[src/rtl/core_pkg.sv]
// Shared core definitions: the memory-arbiter state encoding and the default
// bus widths. The controller and datapath use the same constants.
package core_pkg;

  localparam int DEF_ADDR_W = 12;
  localparam int DEF_DATA_W = 16;

  // Arbiter states. BUSY_x means an access is in flight for port x.
  // DONE_x is the single cycle that carries x's completion pulse.
  typedef enum logic [2:0] {
    IDLE   = 3'd0,
    BUSY_I = 3'd1,
    BUSY_D = 3'd2,
    DONE_I = 3'd3,
    DONE_D = 3'd4
  } arbState_e;

endpackage

[src/rtl/sat_counter.sv]
// Saturating up-counter with synchronous clear. It reports when the count
// equals LIMIT and holds there until cleared.
module sat_counter #(
  parameter int WIDTH = 4,
  parameter int LIMIT = 3
) (
  input  logic clk,
  input  logic rst,
  input  logic clr,
  input  logic inc,
  output logic atLimit
);

  localparam logic [WIDTH-1:0] LIM = WIDTH'(LIMIT);

  logic [WIDTH-1:0] count;

  // Count register: clear wins over increment; increments stop at LIM.
  // NOTE: clocked state uses non-blocking (<=) so every flop samples pre-edge values.
  always_ff @(posedge clk) begin
    if (!rst) begin
      count <= '0;
    end else if (clr) begin
      count <= '0;
    end else if (inc && (count != LIM)) begin
      count <= count + 1'b1;
    end
  end

  assign atLimit = (count == LIM);

endmodule

[src/rtl/mem_port_arbiter.sv]
// Arbitrates the single-port memory between instruction fetch and load/store.
// It drives the memory from registered copies of the granted request, waits
// on m_ready, prevents fetch starvation, and aborts hung accesses. An abort
// sets a sticky err flag that only reset clears.
module mem_port_arbiter
  import core_pkg::*;
#(
  parameter int ADDR_W     = DEF_ADDR_W,
  parameter int DATA_W     = DEF_DATA_W,
  parameter int STARVE_LIM = 3,
  parameter int TIMEOUT    = 15
) (
  input  logic              clk,
  input  logic              rst,
  input  logic              if_req,
  input  logic [ADDR_W-1:0] if_addr,
  output logic [DATA_W-1:0] if_rdata,
  output logic              if_done,
  input  logic              d_req,
  input  logic              d_we,
  input  logic [ADDR_W-1:0] d_addr,
  input  logic [DATA_W-1:0] d_wdata,
  output logic [DATA_W-1:0] d_rdata,
  output logic              d_done,
  output logic              m_en,
  output logic              m_we,
  output logic [ADDR_W-1:0] m_addr,
  output logic [DATA_W-1:0] m_wdata,
  input  logic [DATA_W-1:0] m_rdata,
  input  logic              m_ready,
  output logic              stall,
  output logic              err
);

  arbState_e state, stateNext;

  logic grantI, grantD;        // grant issued this cycle (only in IDLE)
  logic accessEnd, timedOut;   // BUSY ends this cycle, and whether by abort
  logic starveInc, starveClr;
  logic toInc, toClr;
  logic starveAtLimit, toAtLimit;

  // Counts simultaneous arbitrations that fetch lost.
  sat_counter #(
    .WIDTH (4),
    .LIMIT (STARVE_LIM)
  ) u_starve (
    .clk     (clk),
    .rst     (rst),
    .clr     (starveClr),
    .inc     (starveInc),
    .atLimit (starveAtLimit)
  );

  // Counts BUSY cycles without m_ready. The limit is one below TIMEOUT because
  // the abort happens in the cycle that would make the count reach TIMEOUT.
  // That gives exactly TIMEOUT BUSY cycles before DONE.
  sat_counter #(
    .WIDTH (8),
    .LIMIT (TIMEOUT - 1)
  ) u_timeout (
    .clk     (clk),
    .rst     (rst),
    .clr     (toClr),
    .inc     (toInc),
    .atLimit (toAtLimit)
  );

  // State register.
  always_ff @(posedge clk) begin
    if (!rst) begin
      state <= IDLE;
    end else begin
      state <= stateNext;
    end
  end

  // Next-state logic: arbitration in IDLE, completion or abort in BUSY.
  // NOTE: every always_comb output gets a default first so no path infers a latch.
  always_comb begin
    stateNext = state;
    grantI    = 1'b0;
    grantD    = 1'b0;
    accessEnd = 1'b0;
    timedOut  = 1'b0;
    starveInc = 1'b0;
    toInc     = 1'b0;
    case (state)
      IDLE: begin
        if (if_req && (!d_req || starveAtLimit)) begin
          grantI    = 1'b1;
          stateNext = BUSY_I;
        end else if (d_req) begin
          grantD    = 1'b1;
          starveInc = if_req;
          stateNext = BUSY_D;
        end
      end
      BUSY_I, BUSY_D: begin
        if (m_ready) begin
          accessEnd = 1'b1;
        end else if (toAtLimit) begin
          accessEnd = 1'b1;
          timedOut  = 1'b1;
        end else begin
          toInc = 1'b1;
        end
        if (accessEnd) begin
          stateNext = (state == BUSY_I) ? DONE_I : DONE_D;
        end
      end
      DONE_I, DONE_D: stateNext = IDLE;
      default:        stateNext = IDLE;
    endcase
  end

  assign starveClr = grantI;
  assign toClr     = grantI | grantD;

  // Registered memory-side fields, read data, done pulses and sticky error.
  always_ff @(posedge clk) begin
    if (!rst) begin
      m_en     <= 1'b0;
      m_we     <= 1'b0;
      m_addr   <= '0;
      m_wdata  <= '0;
      if_rdata <= '0;
      d_rdata  <= '0;
      if_done  <= 1'b0;
      d_done   <= 1'b0;
      err      <= 1'b0;
    end else begin
      if_done <= 1'b0;
      d_done  <= 1'b0;
      if (grantI) begin
        m_en   <= 1'b1;
        m_we   <= 1'b0;
        m_addr <= if_addr;
      end else if (grantD) begin
        m_en    <= 1'b1;
        m_we    <= d_we;
        m_addr  <= d_addr;
        m_wdata <= d_wdata;
      end else if (accessEnd) begin
        m_en <= 1'b0;
        m_we <= 1'b0;
        if (timedOut) begin
          err <= 1'b1;
        end
        if (state == BUSY_I) begin
          if_done  <= 1'b1;
          if_rdata <= timedOut ? '0 : m_rdata;
        end else begin
          d_done <= 1'b1;
          if (timedOut) begin
            d_rdata <= '0;
          end else if (!m_we) begin
            d_rdata <= m_rdata;
          end
        end
      end
    end
  end

  // The core holds while any request is outstanding and not completing now.
  assign stall = (if_req & ~if_done) | (d_req & ~d_done);

endmodule

[config.mk]
export PLATFORM = sky130hd
export DESIGN_NAME = mem_port_arbiter
export DESIGN_NICKNAME = d
export VERILOG_FILES = /design/src/rtl/core_pkg.sv /design/src/rtl/sat_counter.sv /design/src/rtl/mem_port_arbiter.sv
export SDC_FILE = /design/constraint.sdc
export NUM_CORES = 1
export LEC_CHECK = 0
export ABC_AREA = 1
export CAP_MARGIN = 30
export CORE_MARGIN = 8
export CORE_UTILIZATION = 45
export CTS_BUF_LIST = sky130_fd_sc_hd__clkbuf_4
export DETAILED_ROUTE_END_ITERATION = 12
export GPL_TIMING_DRIVEN = 0
export PLACE_DENSITY = 0.9
export RECOVER_POWER = 100
export SETUP_SLACK_MARGIN = 0.02
export SLEW_MARGIN = 5
export SYNTH_ARGS = -nofsm -noshare
export SYNTH_HDL_FRONTEND = slang
export SYNTH_SLANG_ARGS = --single-unit
[constraint.sdc]
create_clock -name clk -period 1.6 [get_ports clk]
set_input_delay 0.24 -clock clk [delete_from_list [all_inputs] [get_ports clk]]
set_output_delay 0.24 -clock clk [all_outputs]
set_load 0.005 [all_outputs]
==> out/summary.txt, run 1 <==
Yosys warning count - 0
HP Class - in2reg
Mux share of post-synthesis cell area - 0%
LEAKAGE - 2.029 nW
Max-slew headroom - 66.95%
Final Skew - 0.02122 ns
Grt ovf - 0
Min cycle time layout - 1.577 ns
Cell area after synthesis - 3354 µm²
Maxcap violations - 0
CTS sink count - 80
Drt drc - 0
Largest family of logic cells by synthesized area - simple AND/OR/NAND/NOR gates
Most used cell, CP - nor2_4
Compound-Gate Fraction of Synth Area - 15.74%
CTS tree - yes
Worst-path cell chain - inv_2 -> ha_4 -> nand3_4 -> nor2_4 -> nor2_4 -> nor2_4 -> buf_6 -> nand3_2 -> nand2_1 -> nor2_1
Clock tree root driver cell - clkbuf_4
GPL Wtd Cong - 0.8670
Slew Viols, Final - 0
Antenna violations before repair - 0
Synthesized instance count - 456
# nets final - 668
Syn avg cell area - 7.356 µm²
Final period util - 98.58%
Reg-to-Reg End - d_rdata[6]
Synth top area cells - dfxtp_1 (48%), nand2_1 (11%), a21oi_1 (8.7%)
Row cnt - 31
Main flop type after synthesis - dfxtp_1
Non-filler cells, final - 708
Critical path class - reg2reg
Cell count of the worst hold path - 3
Unrepaired setup endpoints after global routing - true
Total CTS buffers - 9
Max IR drop VDD - 586.5 µV
Final Hold Viols - 0
Slowest-stage cell, CP - dfxtp_2
Crit path DAT - 1.91 ns
Register-to-register setup slack - 0.02 ns
Via count - 3,664
H-tree levels - 3
Min-Delay Endpoint - if_rdata[6]
Share of the synthesized area in the top cell type - 47.74%
Post-synthesis xor/xnor area fraction - 1.305%
Total track usage - 19.84%
Critical Path RT - 1.94 ns
Largest net degree at the start of global routing - 14
Synth Register Bits - 80
Wirelength per Cell - 15.12 µm
Cts-stage hold buffer count - 0
Number of setup violations in the final report - 0
Drt pass-1 iters - 5
Cell taking the most area after synthesis - dfxtp_1
Setup TNS - 0 ns
Worst-Skew Late Latency - 0.43 ns
Hpwl dp - 7888 µm
Dpl cells - 680
Syn nets - 521
Final worst-path setup slack - 0.02266 ns
R2r startpoint - u_timeout.count[0]
CP bufs+invs - 2
Die H - 102.3 µm
# port buffers - 125
IO Pins - 128
Post-route ant nets - 0
Share of the yosys chip area belonging to registers - 47.74%
Run status - completed
Adder-Cell Fraction of Synth Area - 1.119%
Number of global-route vias before repair - 3,563
Post-Synth Simple-Gate Area - 27.94%
Clock buffer depth - 2
DIE AREA - 10,470 µm²
Via density - 5.175
Pwr dens - 935.6 nW/µm²
Die Wd - 102.3 µm
Core box area - 7253 µm²
Area growth syn-to-layout - 52.97%
Cell depth of the worst flop-to-flop path - 10
Hold Crit Start - m_ready
WL final - 10,710 µm
First-pass GRT wire length - 16,420 µm
Delay-heaviest family, CP - simple AND/OR/NAND/NOR gates
Crit end category - flop
Place WS - -0.3574 ns
Layout cells sized above 1 - 16.61%
EDFF count, synth - 0
Worst-path maximum fanout - 7
Starting Density - 46.25%
Worst Tran Pin Value - 0.4957 ns
CP peak stage delay - 0.36 ns
Fmax - 0.6340 GHz
Async SR Flop Fraction - 0%
Critical path startpoint category - flop
DRT iter0 DRCs - 166
Worst-path clk slew - 0.13 ns
Distinct cells, synth - 27
## layer usage
layer	share of wire [%]	routed length (µm)	up-vias	track usage [%]
li1	-	-	1793	-
met1	39	4216	1668	22.22
met2	48	5179	168	32.58
met3	8.5	906	35	5.109
met4	3.8	405	0	13.21
met5	0	0	-	0
## cell usage after synthesis, types with 4 or more instances
cell      count
dfxtp_1      80
buf_2         8
inv_2         5
o21ai_1      10
nand2_2       4
o21ai_0      33
nand3_1      40
clkbuf_1      9
buf_4         4
inv_1        19
nor2_1       61
nand2_1      98
a21oi_1      58
## registers in the layout (all words and copies together) (netlist names)
name             count
state                3
err                  1
if_done              1
if_rdata            16
u_starve.count       4
d_done               1
d_rdata             16
m_en                 1
m_we                 1
m_wdata             16
m_addr              12
u_timeout.count      8
## cell families after synthesis
| family | Yosys count |
|---|---|
| AO/OA/AOI/OAI | 104 |
| XOR/XNOR | 5 |
| adder cells (fa/ha/maj) | 3 |
| buffers and inverters | 48 |
| flip-flops | 80 |
| AND/OR/NAND/NOR | 216 |
## how the worst max path moves through the flow
stage | from | endpoint | slack (ns) | depth (start not counted)
after floorplan | u_timeout.count[0] | d_rdata[13] | 0.15 | 10
after global placement | if_req | m_addr[7] | -0.34 | 7
after detailed placement | if_req | m_addr[7] | -0.36 | 7
after CTS | u_timeout.count[0] | d_rdata[2] | 0.005 | 10
after global routing | u_timeout.count[0] | d_rdata[2] | -0.05 | 10
final | u_timeout.count[0] | d_rdata[6] | 0.02 | 10
## through the flow
step / total power [mW] / hold WS (ns) / instance area [µm²] / utilization, %
CTS: 4.702 / 0.1546 / 4901 / 67.57
detailed placement: 3.663 / 0.4477 / 4730 / 65.21
global placement: 3.616 / 0.4392 / 4730 / 65.21
floorplan: 2.967 / 0.3976 / 3354 / -
finish: 4.801 / 0.1815 / 5131 / 70.74
global route: 5.052 / 0.1952 / 5129 / 70.71
## worst register-to-register path: cells and delay by family (launching register included)
family	cells	cell delay (ns)
adder cells (fa/ha/maj)	1	0.13
buffers and inverters	2	0.24
AND/OR/NAND/NOR	7	0.77
flip-flops	1	0.36
## power by group
part           switching [mW]  total (mW)  internal [mW]
registers               0.120        2.33           2.21
clock network           0.703        1.03          0.331
logic                   0.702        1.44          0.738
total                    1.53        4.80           3.28
## final cells by class
class / count / area (µm²)
diodes: 1 / 2.502
plain buffers: 24 / 168.9
clock buffers: 10 / 75.07
clock inverters: 6 / 35.03
fillers: 570 / 2122
inverters: 24 / 97.59
multi-input cells: 328 / 1669
flip-flops and latches: 80 / 1624
well taps: 99 / 123.9
repair buffers: 136 / 1335
## placed cells by master, fill, tap and decap left out, types with 3 or more instances in the layout
cell / count
dfxtp_2: 18
clkdlybuf4s50_1: 109
nor2_4: 4
dfxtp_1: 62
nor3_1: 3
clkdlybuf4s25_1: 10
nand3_2: 9
xor2_1: 3
buf_6: 6
buf_4: 13
inv_2: 5
o21ai_0: 29
nand3_4: 3
clkbuf_4: 13
nand2_1: 90
nand2_2: 9
inv_1: 17
dlygate4sd2_1: 4
o21ai_1: 13
nand2_4: 3
clkbuf_1: 6
nand3_1: 32
a21oi_1: 58
nor2_1: 60
buf_2: 3
## repair_timing
action | 4_1_cts | 5_1_grt
pin swaps | 0 | 8
buffers inserted | 1 | 8
gates cloned | 0 | 2
endpoints found under the setup margin | 56 | 80
gates resized for setup | 25 | 69
Power figures use the tool's default switching activity.
==> run 2: changes to the inputs <==
SKIP_CTS_REPAIR_TIMING = 1   (was default)
==> run 2 against run 1 <==
Highest routed layer unchanged. Core utilization rose by 2.0 points. Total power increased by 2.1%. Sequential share of layout area is 0.78 points lower. Sequential cell count is the same. Largest cell class unchanged. Combinational power rose by 6%. Final area is 2.9% higher. Register-to-register slack got worse by 0.06 ns. Worst setup slack worse by 0.060 ns. Die area is the same. The flow now finishes with violations (negative setup slack). First-iteration DRC count is 30% higher. Critical path depth did not move. Clock power barely moved.
==> out/summary.txt, run 2 (same netlist as run 1, synthesis figures left out) <==
Run status - complete, but fails checks
Failing checks - negative setup slack
Final period util - 102.3% (+3.7 points)
Final Skew - 0.03622 ns (+0.01501 ns)
Via density - 5.335 (+3.1%)
Tot Pwr - 4.903 mW (+2.1%)
Register-to-register setup slack - -0.04 ns (-0.06 ns)
Number of setup violations in the final report - 5 (+5)
Max IR drop VDD - 585.8 µV (-0.10%)
Final worst-path setup slack - -0.03721 ns (-0.05987 ns)
Core box area - 7253 µm² (unchanged)
Drt pass-1 iters - 4 (-1)
Crit path DAT - 1.97 ns (+0.06 ns)
Worst Tran Pin Value - 0.5268 ns (+0.03105 ns)
Worst-Skew Late Latency - 0.45 ns (+0.02 ns)
WL final - 11,760 µm (+9.8%)
Logic pwr share - 30.9% (+0.9 points)
Clock buffer depth - 2 (unchanged)
Met3 wire len - 880 µm (-2.9%)
Starting Density - 46.25% (unchanged)
Worst-path maximum fanout - 7 (unchanged)
Fmax - 0.6108 GHz (-3.7%)
Commonest non-fill, non-tap cell in the layout - clkdlybuf4s50_1
Unrepaired setup endpoints after global routing - true
Max-slew headroom - 64.88% (-2.1 points)
Final Hold Viols - 0 (unchanged)
IO Pins - 128 (unchanged)
Sw Share - 32.58% (+0.81 points)
Pwr dens - 928.9 nW/µm² (-0.71%)
Dpl cells - 680 (unchanged)
DIE AREA - 10,470 µm² (unchanged)
Area growth syn-to-layout - 57.33%
# nets final - 675 (+1.0%)
Slew Viols, Final - 0 (unchanged)
GPL Wtd Cong - 0.8670 (unchanged)
Pint - 3.305 mW (+0.91%)
Met2 wire length - 5784 µm (+12%)
Total track usage - 19.58% (-0.26 points)
# port buffers - 125 (unchanged)
Commonest non-fill, non-tap cells in the layout - clkdlybuf4s50_1 (111), nand2_1 (87), dfxtp_1 (60), a21oi_1 (58), nor2_1 (57)
Hpwl dp - 7888 µm (unchanged)
Setup TNS - -0.09584 ns (-0.09584 ns)
Min cycle time layout - 1.637 ns (+0.05987 ns)
H-tree levels - 3 (unchanged)
DRT iter0 DRCs - 215 (+30%)
Antenna violations before repair - 0 (unchanged)
Critical path class - reg2reg
Number of global-route vias before repair - 3,505 (-1.6%)
First-pass GRT wire length - 16,230 µm (-1.1%)
Sequential power share - 47.4% (-1.1 points)
Die H - 102.3 µm (unchanged)
Die Wd - 102.3 µm (unchanged)
Placed inst area - 4730 µm² (unchanged)
Maxcap violations - 0 (unchanged)
Design Area, Final - 5278 µm² (+2.9%)
Ant diodes - 0 (-1)
Grt ovf - 0 (unchanged)
Final Core Density - 72.76% (+2.0 points)
Non-filler cells, final - 714 (+0.85%)
Critical Path RT - 1.93 ns (about the same)
Drt drc - 0 (unchanged)
Via count - 3,809 (+4.0%)
Critical path startpoint category - flop
Cell depth of the worst flop-to-flop path - 10 (unchanged)
HP Class - in2reg
Worst-path clk slew - 0.15 ns (+0.02 ns)
Metal1 wirelength - 4581 µm (+8.7%)
Sw power - 1.597 mW (+4.7%)
Total CTS buffers - 9 (unchanged)
Largest net degree at the start of global routing - 14 (unchanged)
Wirelength per Cell - 16.47 µm (+8.9%)
CTS tree - yes
Row cnt - 31 (unchanged)
Largest registers - d_rdata: 16 flops, if_rdata: 16 flops, m_wdata: 16 flops
Crit end category - flop
Cell count of the worst hold path - 3 (unchanged)
Post-route ant nets - 0 (unchanged)
Clock tree root driver cell - clkbuf_4
LEAKAGE - 2.071 nW (+2.1%)
Layout cells sized above 1 - 20.00% (+3.4 points)
Clock power frac - 21.6% (about the same)
CTS sink count - 80 (unchanged)
Top routing layer used - met4
[run 2: cell count changes in the layout (fill, tap and decap cells not counted), moves of 4 or more]
| cell | delta |
|---|---|
| buf_6 | +7 |
| nand3_2 | +7 |
| dlygate4sd2_1 | -4 |
| nand3_1 | -8 |
[run 2: layout make-up]
class                   count  area, µm²
plain buffers              24      166.4
clock buffers              10      75.07
clock inverters             6      35.03
fillers                   544       1976
inverters                  24      95.09
multi-input cells         328       1739
flip-flops and latches     80       1629
well taps                  99      123.9
repair buffers            143       1414
[run 2: power groups by stage]
stage / registers [mW] / clock network (mW) / logic (mW)
after floorplan: 2.36 / 0 / 0.606
after global placement: 2.34 / 0 / 1.27
after detailed placement: 2.36 / 0 / 1.31
after CTS: 2.31 / 1.05 / 1.31
after global routing: 2.35 / 1.14 / 1.66
final: 2.33 / 1.06 / 1.52
[run 2: routing by layer]
layer / global-route usage, % / up-vias
met5: 0 / -
met4: 11.51 / 0
met3: 4.768 / 52
met2: 32.88 / 185
met1: 22.06 / 1760
li1: - / 1812
[run 2: worst paths after layout]
| path | startpoint | endpoint |
|---|---|---|
| worst max-delay path | u_timeout.count[0] | d_rdata[7] |
| worst min-delay path | m_ready | if_rdata[7] |
| worst max register to register | u_timeout.count[0] | d_rdata[7] |
| worst min register to register | m_addr[3] | m_addr[3] |
[run 2: stage by stage]
step	setup WS [ns]	hold WS, ns
4_1_cts	-0.2955	0.1544
6_report	-0.03721	0.1783
3_5_place_dp	-0.3574	0.4477
3_3_place_gp	-0.3382	0.4392
2_1_floorplan	0.1540	0.3976
5_1_grt	-0.1293	0.1811
[run 2: worst max-delay path, cell delays in order, from the launching register on]
cell	delay (ns)
dfxtp_2	0.36
inv_2	0.07
ha_4	0.13
nand3_4	0.08
nor2_4	0.15
nor2_4	0.07
nor2_4	0.26
buf_6	0.18
nand3_2	0.08
nand2_1	0.08
nor2_1	0.06
==> run 3: changes to the inputs <==
CORE_MARGIN = default   (was 8)
==> run 3 against run 2 <==
The run still ends with negative setup slack left. Via count decreased by 1.7%. Combinational power about the same. Routed wire length shrank 8.2%. Final area rose by 0.90%. Clock-buffer cell count shrank 1. Non-clock buffer count shrank 2. Cell count is 0.28% lower. Hold slack got worse by 0.016 ns. Largest power group unchanged. Sequential cell count unchanged.
==> out/summary.txt, run 3 (same netlist as run 1, synthesis figures left out) <==
Pint - 3.496 mW (+5.8%)
Hpwl dp - 6948 µm (-12%)
Crit path DAT - 2.00 ns (+0.03 ns)
Number of global-route vias before repair - 3,347 (-4.5%)
Total CTS buffers - 9 (unchanged)
Sw power - 1.694 mW (+6.1%)
Row cnt - 31 (unchanged)
Pwr dens - 974.8 nW/µm² (+4.9%)
DIE AREA - 7804 µm² (-25%)
Core box area - 7214 µm² (-0.53%)
Worst-path clk slew - 0.13 ns (-0.02 ns)
Cell depth of the worst flop-to-flop path - 10 (unchanged)
Sw Share - 32.64% (+0.065 points)
Layout cells sized above 1 - 20.55% (+0.55 points)
Post-route ant nets - 0 (unchanged)
Critical Path RT - 1.99 ns (+0.06 ns)
Clock power frac - 25.0% (+3.4 points)
Maxcap violations - 0 (unchanged)
Commonest non-fill, non-tap cell in the layout - clkdlybuf4s50_1
Largest net degree at the start of global routing - 16 (+2)
Crit end category - flop
Run status - complete, but fails checks
Total track usage - 23.94% (+4.4 points)
Grt ovf - 0 (unchanged)
Non-filler cells, final - 712 (-0.28%)
Min cycle time layout - 1.607 ns (-0.02992 ns)
IO Pins - 128 (unchanged)
Worst Tran Pin Value - 0.5093 ns (-0.01747 ns)
Drt drc - 0 (unchanged)
Slew Viols, Final - 0 (unchanged)
R2r startpoint - u_timeout.count[0]
Critical path class - reg2reg
Fill cells - 511 (-6.1%)
Number of setup violations in the final report - 1 (-4)
Starting Density - 46.50% (+0.25 points)
Final worst-path setup slack - -0.007292 ns (+0.02992 ns)
Commonest non-fill, non-tap cells in the layout - clkdlybuf4s50_1 (104), nand2_1 (90), nor2_1 (59), a21oi_1 (50), dfxtp_1 (48)
Largest registers - d_rdata: 16 flops, if_rdata: 16 flops, m_wdata: 16 flops
Max IR drop VDD - 581.1 µV (-0.81%)
Reg-to-Reg End - d_rdata[9]
Antenna violations before repair - 0 (unchanged)
Wirelength per Cell - 15.17 µm (-7.9%)
Clock buffer depth - 2 (unchanged)
Drt pass-1 iters - 7 (+3)
Final Core Density - 73.81% (+1.1 points)
Final Skew - 0.03103 ns (-0.005193 ns)
GPL Wtd Cong - 0.8471 (-2.3%)
First-pass GRT wire length - 14,630 µm (-9.8%)
Cell count of the worst hold path - 3 (unchanged)
LEAKAGE - 2.318 nW (+12%)
Sequential power share - 45.1% (-2.3 points)
CTS tree - yes
Hold Crit Start - m_ready
Via density - 5.261 (-1.4%)
CTS sink count - 80 (unchanged)
Logic pwr share - 29.8% (-1.1 points)
Dpl cells - 680 (unchanged)
DRT iter0 DRCs - 214 (-0.47%)
Fmax - 0.6222 GHz (+1.9%)
HP Class - in2reg
Final period util - 100.5% (-1.9 points)
Via count - 3,746 (-1.7%)
Failing checks - negative setup slack
Worst-path maximum fanout - 5 (-2)
Die Wd - 88.34 µm (-14%)
Ant diodes - 0 (unchanged)
Final Hold Viols - 0 (unchanged)
Register-to-register setup slack - -0.007 ns (+0.03 ns)
# nets final - 673 (-0.30%)
Area growth syn-to-layout - 58.75%
Die H - 88.34 µm (-14%)
Min-Delay Endpoint - if_rdata[3]
Critical path startpoint category - flop
Clock tree root driver cell - clkbuf_4
WL final - 10,800 µm (-8.2%)
Max-slew headroom - 66.05% (+1.2 points)
H-tree levels - 3 (unchanged)
Worst-Skew Late Latency - 0.46 ns (about the same)
Unrepaired setup endpoints after global routing - true
# port buffers - 125 (unchanged)
## run 3: cell count changes in the layout (fill, tap and decap cells not counted), moves of 6 or more
cell / delta
a21oi_2: +6
nand3_1: +11
clkdlybuf4s50_1: -7
a21oi_1: -8
clkdlybuf4s25_1: -7
buf_6: -8
dlymetal6s2s_1: +14
nand3_2: -10
dfxtp_2: +11
dfxtp_1: -12
## run 3: worst max path at each step
stage	cells past startpoint	startpoint	slack (ns)	to
after global routing	9	state[0]	-0.1	d_rdata[6]
after detailed placement	7	if_req	-0.36	m_addr[7]
final	10	u_timeout.count[0]	-0.007	d_rdata[9]
after floorplan	10	u_timeout.count[0]	0.15	d_rdata[13]
after global placement	7	if_req	-0.32	m_addr[4]
after CTS	4	d_req	-0.26	stall
## run 3: metrics by stage
| step | worst slack, ns | hold WS [ns] | area, µm² | TNS [ns] | power (mW) |
|---|---|---|---|---|---|
| after floorplan | 0.1540 | 0.3976 | 3354 | 0 | 2.967 |
| final | -0.007292 | 0.1622 | 5325 | -0.007292 | 5.191 |
| after CTS | -0.2624 | 0.1642 | 4875 | -3.146 | 4.889 |
| after detailed placement | -0.3586 | 0.4485 | 4730 | -7.192 | 3.649 |
| after global routing | -0.09577 | 0.1807 | 5325 | -0.8450 | 5.410 |
| after global placement | -0.3242 | 0.4393 | 4730 | -5.825 | 3.594 |
## run 3: layout make-up
| cell class | instances | area, µm² | share of cell area, % |
|---|---|---|---|
| plain buffers | 23 | 153.9 | 2.890 |
| clock buffers | 9 | 67.56 | 1.269 |
| clock inverters | 7 | 77.57 | 1.457 |
| inverters | 24 | 97.59 | 1.833 |
| multi-input cells | 328 | 1702 | 31.95 |
| flip-flops and latches | 80 | 1647 | 30.92 |
| well taps | 99 | 123.9 | 2.326 |
| repair buffers | 142 | 1456 | 27.35 |
## run 3: metal layers
layer | global-route usage (%) | wire, µm | vias to the layer above
met3 | 5.317 | 634 | 29
met4 | 10.12 | 285 | 0
li1 | - | - | 1809
met1 | 28.31 | 4199 | 1751
met5 | 0 | 0 | -
met2 | 41.82 | 5680 | 157
## run 3: critical path: stages, from the launching register on
cell	delay, ns
dfxtp_2	0.36
inv_2	0.08
ha_4	0.14
nand3_4	0.09
nor2_4	0.16
nor2_4	0.08
nor2_4	0.22
buf_6	0.16
clkbuf_16	0.14
a21oi_1	0.07
nor2_1	0.08
## run 3: power by group through the flow
| stage | Combinational [mW] | Sequential [mW] | Clock, mW |
|---|---|---|---|
| global route | 1.68 | 2.36 | 1.37 |
| global placement | 1.25 | 2.34 | 0 |
| detailed placement | 1.30 | 2.35 | 0 |
| floorplan | 0.606 | 2.36 | 0 |
| finish | 1.55 | 2.34 | 1.30 |
| CTS | 1.31 | 2.31 | 1.27 |
